$ cat src/rtl/lcd_token_fifo.sv
// rtl/lcd_token_fifo.sv - token FIFO feeding the LCD entry register
// Pops are triggered by the rising edge of rd; overflow and underflow are sticky until reset.
module lcd_token_fifo #(
    parameter int WIDTH = 16,
    parameter int DEPTH = 4
) (
    input  logic                     clock,
    input  logic                     reset,
    input  logic                     wr,
    input  logic [WIDTH-1:0]         data_in,
    output logic                     full,
    input  logic                     rd,
    output logic [WIDTH-1:0]         entry_out,
    output logic                     empty,
    output logic [$clog2(DEPTH):0]   count,
    output logic                     overflow,
    output logic                     underflow
);
    localparam int AW = $clog2(DEPTH);
    localparam int CW = AW + 1;

    logic [WIDTH-1:0] mem_q [DEPTH];
    logic [AW-1:0]    wr_ptr_q, wr_ptr_d;
    logic [AW-1:0]    rd_ptr_q, rd_ptr_d;
    logic [CW-1:0]    count_q, count_d;
    logic [WIDTH-1:0] entry_q, entry_d;
    logic             overflow_q, overflow_d;
    logic             underflow_q, underflow_d;
    logic             rd_q, rd_d;

    logic pop_req;
    logic do_pop;
    logic accept;

    assign full      = (count_q == CW'(DEPTH));
    assign empty     = (count_q == '0);
    assign count     = count_q;
    assign entry_out = entry_q;
    assign overflow  = overflow_q;
    assign underflow = underflow_q;

    // A full FIFO still takes a write when a pop frees a slot at the same edge.
    assign pop_req = rd && !rd_q;
    assign do_pop  = pop_req && !empty;
    assign accept  = wr && (!full || do_pop);

    always_comb begin
        wr_ptr_d    = wr_ptr_q;
        rd_ptr_d    = rd_ptr_q;
        count_d     = count_q;
        entry_d     = entry_q;
        overflow_d  = overflow_q || (wr && !accept);
        underflow_d = underflow_q || (pop_req && empty);
        rd_d        = rd;
        if (accept) begin
            wr_ptr_d = wr_ptr_q + AW'(1);
        end
        if (do_pop) begin
            rd_ptr_d = rd_ptr_q + AW'(1);
            entry_d  = mem_q[rd_ptr_q];
        end
        if (accept && !do_pop) begin
            count_d = count_q + CW'(1);
        end else if (do_pop && !accept) begin
            count_d = count_q - CW'(1);
        end
    end

    always_ff @(posedge clock) begin
        if (reset) begin
            wr_ptr_q    <= '0;
            rd_ptr_q    <= '0;
            count_q     <= '0;
            entry_q     <= '0;
            overflow_q  <= 1'b0;
            underflow_q <= 1'b0;
            // Treat rd as already high so a level held through reset cannot pop.
            rd_q        <= 1'b1;
        end else begin
            wr_ptr_q    <= wr_ptr_d;
            rd_ptr_q    <= rd_ptr_d;
            count_q     <= count_d;
            entry_q     <= entry_d;
            overflow_q  <= overflow_d;
            underflow_q <= underflow_d;
            rd_q        <= rd_d;
        end
    end

    always_ff @(posedge clock) begin
        if (!reset && accept) begin
            mem_q[wr_ptr_q] <= data_in;
        end
    end
endmodule

$ cat config.mk
export PLATFORM = sky130hd
export DESIGN_NAME = lcd_token_fifo
export DESIGN_NICKNAME = d
export VERILOG_FILES = /design/src/rtl/lcd_token_fifo.sv
export SDC_FILE = /design/constraint.sdc
export NUM_CORES = 1
export LEC_CHECK = 0
export CORE_MARGIN = 2
export CORE_UTILIZATION = 25
export DETAILED_ROUTE_END_ITERATION = 7
export GPL_TIMING_DRIVEN = 0
export PLACE_DENSITY = 0.49
export SLEW_MARGIN = 10
export SYNTH_ARGS = -nofsm -noshare
export SYNTH_HDL_FRONTEND = slang
export SYNTH_SLANG_ARGS = --single-unit
$ cat constraint.sdc
create_clock -name clock -period 6.2 [get_ports clock]
set_input_delay 1.24 -clock clock [delete_from_list [all_inputs] [get_ports clock]]
set_output_delay 1.24 -clock clock [all_outputs]
set_load 0.1 [all_outputs]
==> flow_metrics.py <==
metrics = {
    "critical_path": {
        "slowest_stage": "clkdlybuf4s50_1",
        "r2r_slack_ns": 3.94,
        "max_stage_delay_ns": 1.14,
        "r2r_end": "count[2]",
        "cp_cell_sequence": "or3_4 -> inv_4 -> clkdlybuf4s50_1",
        "path_class": "reg -> out",
        "cp.arrival_ns": 2.39,
        "endpoint_kind": "output pin",
        "critPathMaxFanout": 5,
        "reg2reg_depth": 9,
        "start_kind": "register",
        "rr_startpoint": "rd_q",
        "cp.required_ns": 4.96,
    },
    "route": {
        "drtIter0Drc": 65,
        "drtAntennaViolNets": 0,
        "wire_per_inst_um": 15.8,
        "post-route-drc-count": 0,
        "dr_total_vias": 1716,
        "vias_per_cell": 4.09,
        "routed_wl_mm": 6.62,
        "first_pass_iters": 4,
    },
    "power_and_ir_drop": {
        "power.share.switching_pct": 33.5,
        "peakVddDrop_mv": 0.173,
        "p_seq_share_pct": 42.1,
        "cellInternalPower_uw": 1130,
        "power_switching_uw": 571,
        "p_comb_share_pct": 26.3,
        "p_leak_uw": 0.00150,
        "clkPwrFrac_pct": 31.6,
        "p_per_area_nw_per_um2": 383,
    },
    "synth": {
        "synth_top_area_cell": "edfxtp_1",
        "yosysTopAreaCellShare_pct": 56.0,
        "syn-instance-count": 179,
        "synth_enable_flop_cells": 64,
        "ys_seq_area_share_pct": 71.2,
        "synth.most_common_cell": "edfxtp_1",
        "ys.flop_type": "edfxtp_1",
        "async_flop_share_pct": 0,
        "synth_cell_type_count": 36,
        "mappedNetlistArea_um2": 3430,
        "ys_ff_latch": 90,
        "synth_area_leaders": "edfxtp_1, dfxtp_1, mux4_2",
        "yosysWarnings": 0,
        "synth_common_cells": "edfxtp_1, dfxtp_1, a22o_1, mux4_2, nor2_1",
        "synth.avg_cell_area_um2": 19.2,
        "syn_nets": 205,
    },
    "cts": {
        "cts_hold_buf": 0,
        "clk_latency_ns": 0.33,
        "root_buffer": "clkbuf_16",
        "path_clk_slew_ns": 0.06,
        "cts_buffers": 9,
        "cts_resized": 0,
        "clockBufferDepth": 2,
        "htree_levels": 3,
        "clock_sinks": 90,
        "post_cts_buffers": 0,
        "cts_tree": "done",
    },
    "floorplanning": {
        "die_w_um": 121,
        "core_um2": 13300,
        "dieArea_um2": 14700,
        "start_util_pct": 25.8,
        "die_h_um": 121,
        "fp-row-count": 42,
        "top_level_ports": 43,
    },
    "sta": {
        "relSlewSlack_pct": 33.1,
        "fmax_mhz": 275,
        "finalSetupViolCount": 0,
        "finalWorstSetupSlack_ns": 2.57,
        "finalHoldViolCount": 0,
        "drv_slew": 0,
        "tns_ns": 0,
        "fin_crit_sh_pct": 58.6,
        "hold_slack_ns": 0.483,
        "finalClockSkew_ns": 0.00578,
        "grt_setup_unrepaired": "false",
        "fin_crit_ns": 3.63,
        "tightest_slew_ns": 1.00,
    },
    "cells_and_area": {
        "fin_cells": 420,
        "num-nets-final": 265,
        "syn_to_final_growth_pct": 29.8,
        "layout-drive-gt1-share_pct": 25.0,
        "diodes": 0,
        "finish.utilization_pct": 33.5,
    },
    "place": {
        "pre_cts_ws_ns": 2.52,
        "dp_cells": 404,
        "gp_congestion": 0.652,
        "dp_hpwl_mm": 4.63,
        "port_buffers": 41,
    },
    "grt": {
        "track_usage_pct": 9.77,
        "grt_pass1_wl_mm": 10.5,
        "antenna_found_initial": 0,
        "grt_max_degree": 18,
        "grt-ovfl-total": 0,
        "grt_pass1_vias": 1826,
    },
    "worst_hold_path": {
        "worstHoldStart": "overflow",
        "min_to": "overflow",
        "min_delay_path_depth": 2,
        "hold_path_class": "reg -> reg",
    },
    "outcome": {
        "status": "complete, no violations",
    },
    "flow_run": {
        "max_cap_violations": 0,
    },
}
==> cell families after synthesis <==
group / share of synthesized area, %
multiplexers: 12.3
adder cells (fa/ha/maj): 2.41
buffers and inverters: 3.03
AND/OR/NAND/NOR: 4.60
XOR/XNOR: 0.511
AO/OA/AOI/OAI: 5.95
flip-flops: 71.2
==> metal layers <==
layer	GRT usage (%)	part of all wire, %	vias to the layer above
li1	-	-	825
met1	12.6	47	848
met2	15.7	48	39
met3	3.85	4.2	4
met4	1.96	0.71	0
met5	0	0	-
==> cell type report <==
cell class | instances | area [um2]
Clock buffer | 10 | 250
Sequential cell | 90 | 2440
Timing Repair Buffer | 49 | 478
Multi-Input combinational cell | 76 | 903
Inverter | 5 | 21.3
Clock inverter | 6 | 53.8
Tap cell | 176 | 220
Fill cell | 1283 | 8840
Buffer | 8 | 82.6
==> worst max path at each step <==
stage	start	slack, ns	depth (start not counted)	to
after CTS	count[0]	2.54	3	empty
after detailed placement	rd	2.52	10	count[2]
after global placement	rd	1.07	4	mem_q[0][3]
after floorplan	count[2]	2.44	9	count[2]
final	count[0]	2.57	3	empty
after global routing	count[0]	2.50	3	empty
==> worst max-delay path, delay by kind of cell (launching register included) <==
family / cells / cell delay, ns
buffers and inverters: 2 / 1.24
and+or+nand+nor: 1 / 0.44
DFF: 1 / 0.38
==> state kept, by name, summed over array words and instances, names as in the netlist <==
register / cells
count: 3
entry_out: 16
rd_q: 1
mem_q: 64
rd_ptr_q: 2
overflow: 1
underflow: 1
wr_ptr_q: 2
==> metrics by stage <==
stage / area (um2) / power, uW
2_1_floorplan: 3430 / 1070
3_3_place_gp: 4060 / 1170
3_5_place_dp: 4150 / 1190
4_1_cts: 4450 / 1730
5_1_grt: 4450 / 1780
6_report: 4450 / 1710
==> layout by cell type (no fill, tap or decap), types with 2 or more instances in the layout <==
| cell | instances |
|---|---|
| edfxtp_1 | 64 |
| clkdlybuf4s50_1 | 41 |
| dfxtp_1 | 26 |
| mux4_2 | 11 |
| a22o_1 | 11 |
| clkbuf_16 | 10 |
| buf_6 | 7 |
| buf_4 | 7 |
| nor2_1 | 7 |
| nor3b_2 | 5 |
| mux4_1 | 5 |
| a22o_2 | 5 |
| ha_1 | 5 |
| inv_6 | 4 |
| inv_1 | 3 |
| nand2b_1 | 3 |
| a21oi_1 | 3 |
| o21ai_0 | 2 |
| or3_1 | 2 |
| mux2i_1 | 2 |
| xor2_1 | 2 |
==> power by group through the flow <==
stage / registers [uW] / logic, uW / clock network (uW)
finish: 718 / 448 / 539
global route: 724 / 474 / 586
global placement: 733 / 439 / 0
CTS: 719 / 454 / 555
detailed placement: 732 / 453 / 0
floorplan: 862 / 205 / 0
(Power assumes the default switching activity.)
